### src/rtl/hazard_ctrl_if.sv
// rtl/hazard_ctrl_if.sv - ID/EX/MEM hazard inputs and stall/flush/forward outputs of hazard_ctrl
interface hazard_ctrl_if #(
  parameter int CNT_W = 32
);
  logic             i_id_valid;
  logic [4:0]       i_id_rs1_addr;
  logic [4:0]       i_id_rs2_addr;
  logic             i_id_use_rs1;
  logic             i_id_use_rs2;
  logic [4:0]       i_id_rd_addr;
  logic             i_id_rd_wren;
  logic             i_id_mem_load;
  logic             i_ex_redirect;
  logic             i_dmem_wait;
  logic             i_cnt_clr;
  logic             o_stall_if;
  logic             o_stall_id;
  logic             o_stall_ex;
  logic             o_stall_mem;
  logic             o_flush_id;
  logic             o_flush_ex;
  logic [1:0]       o_fwd_a_sel;
  logic [1:0]       o_fwd_b_sel;
  logic [CNT_W-1:0] o_stall_cnt;
  logic [CNT_W-1:0] o_flush_cnt;

  modport slave (
    input  i_id_valid, i_id_rs1_addr, i_id_rs2_addr, i_id_use_rs1, i_id_use_rs2,
           i_id_rd_addr, i_id_rd_wren, i_id_mem_load, i_ex_redirect, i_dmem_wait, i_cnt_clr,
    output o_stall_if, o_stall_id, o_stall_ex, o_stall_mem, o_flush_id, o_flush_ex,
           o_fwd_a_sel, o_fwd_b_sel, o_stall_cnt, o_flush_cnt
  );

  modport master (
    output i_id_valid, i_id_rs1_addr, i_id_rs2_addr, i_id_use_rs1, i_id_use_rs2,
           i_id_rd_addr, i_id_rd_wren, i_id_mem_load, i_ex_redirect, i_dmem_wait, i_cnt_clr,
    input  o_stall_if, o_stall_id, o_stall_ex, o_stall_mem, o_flush_id, o_flush_ex,
           o_fwd_a_sel, o_fwd_b_sel, o_stall_cnt, o_flush_cnt
  );
endinterface

### src/rtl/hazard_ctrl.sv
// rtl/hazard_ctrl.sv - 5-stage RV32I hazard controller: stalls, flushes, EX forwarding, perf counters
module hazard_ctrl #(
  parameter int CNT_W = 32
) (
  input  logic          i_clk,
  input  logic          i_reset,
  hazard_ctrl_if.slave  bus
);
  logic             ex_valid_q, ex_wren_q, ex_load_q;
  logic [4:0]       ex_rs1_q, ex_rs2_q, ex_rd_q;
  logic             mem_valid_q, mem_wren_q, mem_load_q;
  logic [4:0]       mem_rd_q;
  logic             wb_valid_q, wb_wren_q;
  logic [4:0]       wb_rd_q;
  logic [CNT_W-1:0] stall_cnt_q, stall_cnt_d;
  logic [CNT_W-1:0] flush_cnt_q, flush_cnt_d;

  logic stall_if, stall_id, stall_ex, stall_mem, flush_id, flush_ex;
  logic load_use;
  logic [1:0] fwd_a, fwd_b;

  function automatic logic hit(input logic v, input logic wren, input logic [4:0] rd,
                               input logic [4:0] r);
    return v & wren & (rd != 5'd0) & (rd == r);
  endfunction

  function automatic logic [1:0] fwd_sel(input logic [4:0] r, input logic m_v, input logic m_w,
                                         input logic [4:0] m_rd, input logic m_ld,
                                         input logic w_v, input logic w_w, input logic [4:0] w_rd);
    if (hit(m_v, m_w, m_rd, r) && !m_ld) return 2'b01;
    else if (hit(w_v, w_w, w_rd, r))     return 2'b10;
    else                                 return 2'b00;
  endfunction

  assign load_use = bus.i_id_valid & ex_load_q &
                    ((bus.i_id_use_rs1 & hit(ex_valid_q, ex_wren_q, ex_rd_q, bus.i_id_rs1_addr)) |
                     (bus.i_id_use_rs2 & hit(ex_valid_q, ex_wren_q, ex_rd_q, bus.i_id_rs2_addr)));

  // Reset gates the controls so nothing leaks out while the core is held in reset.
  always_comb begin
    stall_if  = 1'b0;
    stall_id  = 1'b0;
    stall_ex  = 1'b0;
    stall_mem = 1'b0;
    flush_id  = 1'b0;
    flush_ex  = 1'b0;
    if (!i_reset) begin
      if (bus.i_dmem_wait) begin
        stall_if  = 1'b1;
        stall_id  = 1'b1;
        stall_ex  = 1'b1;
        stall_mem = 1'b1;
      end else if (bus.i_ex_redirect) begin
        flush_id = 1'b1;
        flush_ex = 1'b1;
      end else if (load_use) begin
        stall_if = 1'b1;
        stall_id = 1'b1;
        flush_ex = 1'b1;
      end
    end
  end

  always_comb begin
    fwd_a = 2'b00;
    fwd_b = 2'b00;
    if (ex_valid_q && !i_reset) begin
      fwd_a = fwd_sel(ex_rs1_q, mem_valid_q, mem_wren_q, mem_rd_q, mem_load_q,
                      wb_valid_q, wb_wren_q, wb_rd_q);
      fwd_b = fwd_sel(ex_rs2_q, mem_valid_q, mem_wren_q, mem_rd_q, mem_load_q,
                      wb_valid_q, wb_wren_q, wb_rd_q);
    end
  end

  always_comb begin
    stall_cnt_d = stall_cnt_q;
    flush_cnt_d = flush_cnt_q;
    if (bus.i_cnt_clr) begin
      stall_cnt_d = '0;
      flush_cnt_d = '0;
    end else begin
      if (stall_id && (stall_cnt_q != '1)) stall_cnt_d = stall_cnt_q + CNT_W'(1);
      if (flush_id && (flush_cnt_q != '1)) flush_cnt_d = flush_cnt_q + CNT_W'(1);
    end
  end

  always_ff @(posedge i_clk or posedge i_reset) begin
    if (i_reset) begin
      ex_valid_q  <= 1'b0;
      ex_wren_q   <= 1'b0;
      ex_load_q   <= 1'b0;
      ex_rs1_q    <= 5'd0;
      ex_rs2_q    <= 5'd0;
      ex_rd_q     <= 5'd0;
      mem_valid_q <= 1'b0;
      mem_wren_q  <= 1'b0;
      mem_load_q  <= 1'b0;
      mem_rd_q    <= 5'd0;
      wb_valid_q  <= 1'b0;
      wb_wren_q   <= 1'b0;
      wb_rd_q     <= 5'd0;
      stall_cnt_q <= '0;
      flush_cnt_q <= '0;
    end else begin
      stall_cnt_q <= stall_cnt_d;
      flush_cnt_q <= flush_cnt_d;
      if (!bus.i_dmem_wait) begin
        wb_valid_q  <= mem_valid_q;
        wb_wren_q   <= mem_wren_q;
        wb_rd_q     <= mem_rd_q;
        mem_valid_q <= ex_valid_q;
        mem_wren_q  <= ex_wren_q;
        mem_load_q  <= ex_load_q;
        mem_rd_q    <= ex_rd_q;
        ex_valid_q  <= bus.i_id_valid & ~flush_ex;
        ex_wren_q   <= bus.i_id_rd_wren;
        ex_load_q   <= bus.i_id_mem_load;
        ex_rs1_q    <= bus.i_id_rs1_addr;
        ex_rs2_q    <= bus.i_id_rs2_addr;
        ex_rd_q     <= bus.i_id_rd_addr;
      end
    end
  end

  assign bus.o_stall_if  = stall_if;
  assign bus.o_stall_id  = stall_id;
  assign bus.o_stall_ex  = stall_ex;
  assign bus.o_stall_mem = stall_mem;
  assign bus.o_flush_id  = flush_id;
  assign bus.o_flush_ex  = flush_ex;
  assign bus.o_fwd_a_sel = fwd_a;
  assign bus.o_fwd_b_sel = fwd_b;
  assign bus.o_stall_cnt = stall_cnt_q;
  assign bus.o_flush_cnt = flush_cnt_q;
endmodule
### src/flat_wrapper.sv
// flat-port wrapper written by rule: the top's interface ports become plain ports
module hazard_ctrl_flat 
#(
  parameter int CNT_W = 32
)
  (i_clk, i_reset, bus_i_id_valid, bus_i_id_rs1_addr, bus_i_id_rs2_addr, bus_i_id_use_rs1, bus_i_id_use_rs2, bus_i_id_rd_addr, bus_i_id_rd_wren, bus_i_id_mem_load, bus_i_ex_redirect, bus_i_dmem_wait, bus_i_cnt_clr, bus_o_stall_if, bus_o_stall_id, bus_o_stall_ex, bus_o_stall_mem, bus_o_flush_id, bus_o_flush_ex, bus_o_fwd_a_sel, bus_o_fwd_b_sel, bus_o_stall_cnt, bus_o_flush_cnt);
  hazard_ctrl_if #(.CNT_W(CNT_W)) bus_i ();
  input  logic i_clk;
  input  logic i_reset;
  input wire logic [$bits(bus_i.i_id_valid)-1:0] bus_i_id_valid;
  input wire logic [$bits(bus_i.i_id_rs1_addr)-1:0] bus_i_id_rs1_addr;
  input wire logic [$bits(bus_i.i_id_rs2_addr)-1:0] bus_i_id_rs2_addr;
  input wire logic [$bits(bus_i.i_id_use_rs1)-1:0] bus_i_id_use_rs1;
  input wire logic [$bits(bus_i.i_id_use_rs2)-1:0] bus_i_id_use_rs2;
  input wire logic [$bits(bus_i.i_id_rd_addr)-1:0] bus_i_id_rd_addr;
  input wire logic [$bits(bus_i.i_id_rd_wren)-1:0] bus_i_id_rd_wren;
  input wire logic [$bits(bus_i.i_id_mem_load)-1:0] bus_i_id_mem_load;
  input wire logic [$bits(bus_i.i_ex_redirect)-1:0] bus_i_ex_redirect;
  input wire logic [$bits(bus_i.i_dmem_wait)-1:0] bus_i_dmem_wait;
  input wire logic [$bits(bus_i.i_cnt_clr)-1:0] bus_i_cnt_clr;
  output wire logic [$bits(bus_i.o_stall_if)-1:0] bus_o_stall_if;
  output wire logic [$bits(bus_i.o_stall_id)-1:0] bus_o_stall_id;
  output wire logic [$bits(bus_i.o_stall_ex)-1:0] bus_o_stall_ex;
  output wire logic [$bits(bus_i.o_stall_mem)-1:0] bus_o_stall_mem;
  output wire logic [$bits(bus_i.o_flush_id)-1:0] bus_o_flush_id;
  output wire logic [$bits(bus_i.o_flush_ex)-1:0] bus_o_flush_ex;
  output wire logic [$bits(bus_i.o_fwd_a_sel)-1:0] bus_o_fwd_a_sel;
  output wire logic [$bits(bus_i.o_fwd_b_sel)-1:0] bus_o_fwd_b_sel;
  output wire logic [$bits(bus_i.o_stall_cnt)-1:0] bus_o_stall_cnt;
  output wire logic [$bits(bus_i.o_flush_cnt)-1:0] bus_o_flush_cnt;
  assign bus_i.i_id_valid = bus_i_id_valid;
  assign bus_i.i_id_rs1_addr = bus_i_id_rs1_addr;
  assign bus_i.i_id_rs2_addr = bus_i_id_rs2_addr;
  assign bus_i.i_id_use_rs1 = bus_i_id_use_rs1;
  assign bus_i.i_id_use_rs2 = bus_i_id_use_rs2;
  assign bus_i.i_id_rd_addr = bus_i_id_rd_addr;
  assign bus_i.i_id_rd_wren = bus_i_id_rd_wren;
  assign bus_i.i_id_mem_load = bus_i_id_mem_load;
  assign bus_i.i_ex_redirect = bus_i_ex_redirect;
  assign bus_i.i_dmem_wait = bus_i_dmem_wait;
  assign bus_i.i_cnt_clr = bus_i_cnt_clr;
  assign bus_o_stall_if = bus_i.o_stall_if;
  assign bus_o_stall_id = bus_i.o_stall_id;
  assign bus_o_stall_ex = bus_i.o_stall_ex;
  assign bus_o_stall_mem = bus_i.o_stall_mem;
  assign bus_o_flush_id = bus_i.o_flush_id;
  assign bus_o_flush_ex = bus_i.o_flush_ex;
  assign bus_o_fwd_a_sel = bus_i.o_fwd_a_sel;
  assign bus_o_fwd_b_sel = bus_i.o_fwd_b_sel;
  assign bus_o_stall_cnt = bus_i.o_stall_cnt;
  assign bus_o_flush_cnt = bus_i.o_flush_cnt;
  hazard_ctrl #(.CNT_W(CNT_W)) u_core (.i_clk(i_clk), .i_reset(i_reset), .bus(bus_i));
endmodule
### config.mk
export PLATFORM = sky130hd
export DESIGN_NAME = hazard_ctrl_flat
export DESIGN_NICKNAME = d
export VERILOG_FILES = /design/src/rtl/hazard_ctrl_if.sv /design/src/rtl/hazard_ctrl.sv /design/src/flat_wrapper.sv
export SDC_FILE = /design/constraint.sdc
export NUM_CORES = 1
export LEC_CHECK = 0
export BUFFER_PORTS_ARGS = -buffer_cell sky130_fd_sc_hd__buf_2
export CELL_PAD_IN_SITES_DETAIL_PLACEMENT = 0
export CELL_PAD_IN_SITES_GLOBAL_PLACEMENT = 1
export CORE_MARGIN = 2
export CORE_UTILIZATION = 30
export CTS_CLUSTER_DIAMETER = 200
export CTS_CLUSTER_SIZE = 40
export DETAILED_ROUTE_END_ITERATION = 8
export GPL_TIMING_DRIVEN = 0
export PLACE_DENSITY_LB_ADDON = 0.1
export SYNTH_ARGS = -nofsm -noshare
export SYNTH_HDL_FRONTEND = slang
export SYNTH_SLANG_ARGS = --single-unit
### constraint.sdc
create_clock -name i_clk -period 7.6 [get_ports i_clk]
set_clock_uncertainty 0.15 [all_clocks]
set_input_delay 1.52 -clock i_clk [delete_from_list [all_inputs] [get_ports i_clk]]
set_output_delay 1.52 -clock i_clk [all_outputs]
set_load 0.01 [all_outputs]
### Yosys cells after proc, flatten, opt, wreduce, memory -nomap -nowiden

Index checks and enable logic that the tools add are counted.

* output and inout bits: 74
* logic and storage cells: 78
* bits in registers: 97
* input bits: 25

* bitwise logic cells: 19
* add/sub/neg operators: 2
* reduce and logical (&&, ||, !) cells: 12
* muxes and demuxes: 22
* equality and inequality tests: 8

Operators with widths (count)
* 32-bit two-way mux: 4
* 32-bit by 1-bit adder with 32-bit output (second input constant): 2
* 32-bit inequality test (second input constant): 2
* 5-bit equality test: 6
* 1-bit bitwise AND: 17
* 5-bit nonzero test: 3
* 1-bit two-way mux: 12
* 2-bit two-way mux: 6
* 1-bit logical AND: 5
* 2-bit nonzero test: 2
* 1-bit logical NOT: 2
* 1-bit NOT: 1
* 1-bit OR: 1

### Depth between registers and ports, before layout

* depth in word-level cells: 13
* mapped depth: 9
* depth with buffers taken out: 8

### Worst setup path after synthesis

OpenSTA, ideal clock, no wires.

* path type: input -> output
* start: input i_reset
* end: output bus_o_fwd_b_sel[1]
* cell stages on the path: 5
* slack: 0.919 ns
* arrival: 5.011 ns
* cells stage by stage: inv_1 > nand2_1 > a211o_1 > or4_1 > nor4_1

* longest elaborated chain between the ends: 3

Ends and longest elaborated chain
* start: declaration: RTL line flat_wrapper.sv:9 `input logic i_reset;`
* 1-bit logical NOT
* 1-bit logical AND: RTL line hazard_ctrl.sv:67 `if (ex_valid_q && !i_reset) begin`
* 2-bit two-way mux: RTL line hazard_ctrl.sv:67
* end: declaration: RTL line flat_wrapper.sv:28 `output wire logic [$bits(bus_i.o_fwd_b_sel)-1:0] bus_o_fwd_b_sel;`

No other way between the ends.

### Final worst setup path

Same ends and word-level chain as after synthesis.

==> metrics.md <==
| Metric | Value |
|---|---|
| Setup TNS | `0 ns` |
| DRC | `0` |
| Slew headroom | `0.378` |
| Ys async rst share | `1.00` |
| N_diodes | `0` |
| Initial Util | `0.305` |
| Drt initial violations | `213` |
| Final WL | `14,500 um` |
| Worst skew pair latency | `approximately 0.34 ns` |
| Cts hold-fix bufs | `0` |
| Hpwl dp | `10,500 um` |
| Post-route ant nets | `0` |
| VDD IR max | `0.0958 mV` |
| Setup Viol. Count Final | `0` |
| Die width | `between 100 and 150 um` |
| Crit end category | `primary output` |
| Util after Layout | `0.370` |
| Crit-path cells | `buf_2 -> inv_4 -> nand2_1 -> a211o_1 -> or4_1 -> nor4_1 -> buf_2` |
| Critical Path RT | `5.93 ns` |
| Routed length per instance | `between 15 and 20 um` |
| Global-route wire length before repair | `roughly 24,000 um` |
| RSZ-0062 raised after global routing | `false` |
| Crit Path Max Fanout | `48` |
| Status | `finished clean` |
| Post-CTS Setup Inserts | `0` |
| Share of power burned in registers | `0.477` |
| Power Density | `between 150 and 200 mW/mm^2` |
| Syn Inst Count | `~530` |
| Top cells by area, synth | `dfrtp_1 46%, mux2_2 7.3%, xnor2_1 7.2%` |
| Max Root-Sink Buffers | `2` |
| Gr usage total | `0.167` |
| HP Start | `u_core.wb_valid_q` |
| TritonCTS clock tree | `done` |
| Worst path slowest cell | `or4_1` |
| Fmax | `approximately 190 MHz` |
| Most common library cells after synthesis | `97 x dfrtp_1, 43 x xnor2_1, 42 x nor2_1` |
| Initial antenna violation count | `0` |
| Mean area per synthesized cell | `between 9 and 10 um^2` |
| Area growth from synthesis to layout | `21.5%` |
| Origin of the worst setup path | `i_reset` |
| Post-synth EDFFs | `0` |
| Total power | `1.20 mW` |
| Core ar. | `between 0.015 and 0.02 mm^2` |
| Pre-CTS WS | `2.23 ns` |
| Post-synth top area cell | `dfrtp_1` |
| Final nets | `661` |
| PortBufs | `97` |
| Final hold vios | `0` |
| Detailed-router iteration count before antenna repair | `4` |
| Internal Pwr Total | `0.899 mW` |
| Routability cong. | `~0.77` |
| Worst R2R Start | `u_core.bus.o_flush_cnt[24]` |
| Vias in the first global route | `4,430` |
| Max-slew violation count | `0` |
| Pin count of the biggest net entering global routing | `52` |
| Fill count | `about 1,800` |
| Class of the worst hold path | `flop to flop` |
| Clock transition at path regs | `~0.070 ns` |
| Synthesized cell area | `about 0.0052 mm^2` |
| Clock root buffer | `clkbuf_16` |
| Final period utilization | `0.691` |
| Switch share | `0.250` |
| Flops & latches, synth | `97` |
| Kind of critical path | `input port to primary output` |
| DIE AREA | `between 0.015 and 0.02 mm^2` |
| Worst Path Buf+Inv | `3` |
| CP startpoint kind | `input port` |
| Cell with the most instances after synthesis | `dfrtp_1` |
| Yosys top cell area share | `0.464` |
| Comb power frac | `0.094` |
| Ys Warns | `0` |
| Crit-path leading delay family | `simple AND/OR/NAND/NOR gates` |
| Max_cap viols | `0` |
| Top FF cell, synth | `dfrtp_1` |
| Via Count | `4,446` |
| Vias per cell | `5.15` |
| Final WS setup | `2.35 ns` |
| Cts repair resizes | `0` |
| Clock Sink Count | `97` |
| Crit path top cell by count | `buf_2` |
| CTS buffer count | `9` |
| Die height | `between 100 and 150 um` |
| Switch Pwr | `around 0.3 mW` |
| Row cnt | `48` |
| Sequential fraction of the synthesis area | `0.464` |
| Slew @ Worst Pin | `~0.93 ns` |
| Overflow after GRT | `0` |
| Proportion of layout cells with a drive suffix above 1 | `0.274` |
| Synthesized net count | `552` |
| H-tree levels | `3` |
| Unique cell type count in the Yosys netlist | `48` |
| WP data arrival | `approximately 3.6 ns` |
| Period minus WS final | `5.25 ns` |
| P_leak | `2.72 nW` |
| Ports | `99` |
| Clock power frac | `0.429` |
| Critical Path Max Stage Delay | `0.52 ns` |
-- per-layer routing --
metal	GRT usage	up-vias	wire, um
met5	0	-	0
met4	0.0608	0	255
met3	0.0280	15	648
met2	0.252	107	6540
met1	0.238	2200	7110
li1	-	2124	-
-- layout by cell type, fill, tap and decap left out, types with 3 or more instances in the layout --
cell type	instances
buf_2	102
dfrtp_1	97
xnor2_1	43
nor2_1	42
nand2_1	35
a21oi_1	34
mux2_2	34
nor3_1	23
nand4_1	22
o21ai_0	21
nand3_1	17
or3_1	17
or4_1	15
xor2_1	14
o31ai_1	13
clkbuf_1	10
nor4_1	10
clkbuf_16	9
and3_1	8
inv_1	8
and4_1	7
buf_4	7
nand3_2	4
buf_1	3
and2_1	3
nor2b_1	3
nor3b_1	3
-- final cells by class --
class	instances	area, um^2	area share
sequential	97	2430	0.381
tap	225	282	0.0442
inverter	10	40.0	0.00629
timing repair buffer	98	513	0.0806
clock buffer	11	253	0.0397
clock inverter	5	77.6	0.0122
multi-input combinational	393	2650	0.416
buffer	25	126	0.0199
-- stage by stage --
stage | instance area, um^2 | hold WS, ns | cells
2_1_floorplan | 5240 | 0.329 | 525
3_3_place_gp | 6000 | 0.342 | 847
3_5_place_dp | 6030 | 0.344 | 848
4_1_cts | 6360 | 0.360 | 864
5_1_grt | 6360 | 0.366 | 864
6_report | 6360 | 0.357 | 864
-- power groups by stage --
stage,registers [mW],clock network [mW],logic (mW)
detailed placement,0.582,0,0.115
CTS,0.572,0.529,0.116
global route,0.576,0.550,0.128
floorplan,0.572,0,0.0815
global placement,0.581,0,0.112
finish,0.572,0.515,0.113
-- registers in the layout (all words and copies together), names as in the netlist --
name	cells
u_core.bus.o_flush_cnt	32
u_core.bus.o_stall_cnt	32
u_core.ex_load_q	1
u_core.ex_rd_q	5
u_core.ex_rs1_q	5
u_core.ex_rs2_q	5
u_core.ex_valid_q	1
u_core.ex_wren_q	1
u_core.mem_load_q	1
u_core.mem_rd_q	5
u_core.mem_valid_q	1
u_core.mem_wren_q	1
u_core.wb_rd_q	5
u_core.wb_valid_q	1
u_core.wb_wren_q	1
-- cell families (layout without fill, tap and decap cells) --
kind of cell    Yosys count  count (layout)  share of synthesized area
simple gates            222             222                      0.243
flops                    97              97                      0.464
compound gates           76              76                     0.0848
xor+xnor                 57              57                     0.0953
mux                      36              36                     0.0772
buf+inv                  35             149                     0.0313
fa+ha+maj                 2               2                    0.00478
-- final timing paths --
check / end / slack [ns] / cells past startpoint
min in group asynchronous: u_core.ex_rs2_q[0] / 1.17 / 2
worst min-delay path: u_core.wb_valid_q / 0.36 / 1
worst min register to register: u_core.wb_valid_q / 0.36 / 1
worst max register to register: u_core.bus.o_flush_cnt[27] / 5.07 / 7
worst max-delay path: bus_o_fwd_b_sel[1] / 2.35 / 7
max in group asynchronous: u_core.bus.o_flush_cnt[26] / 5.45 / 3
Power figures use the tool's default switching activity.
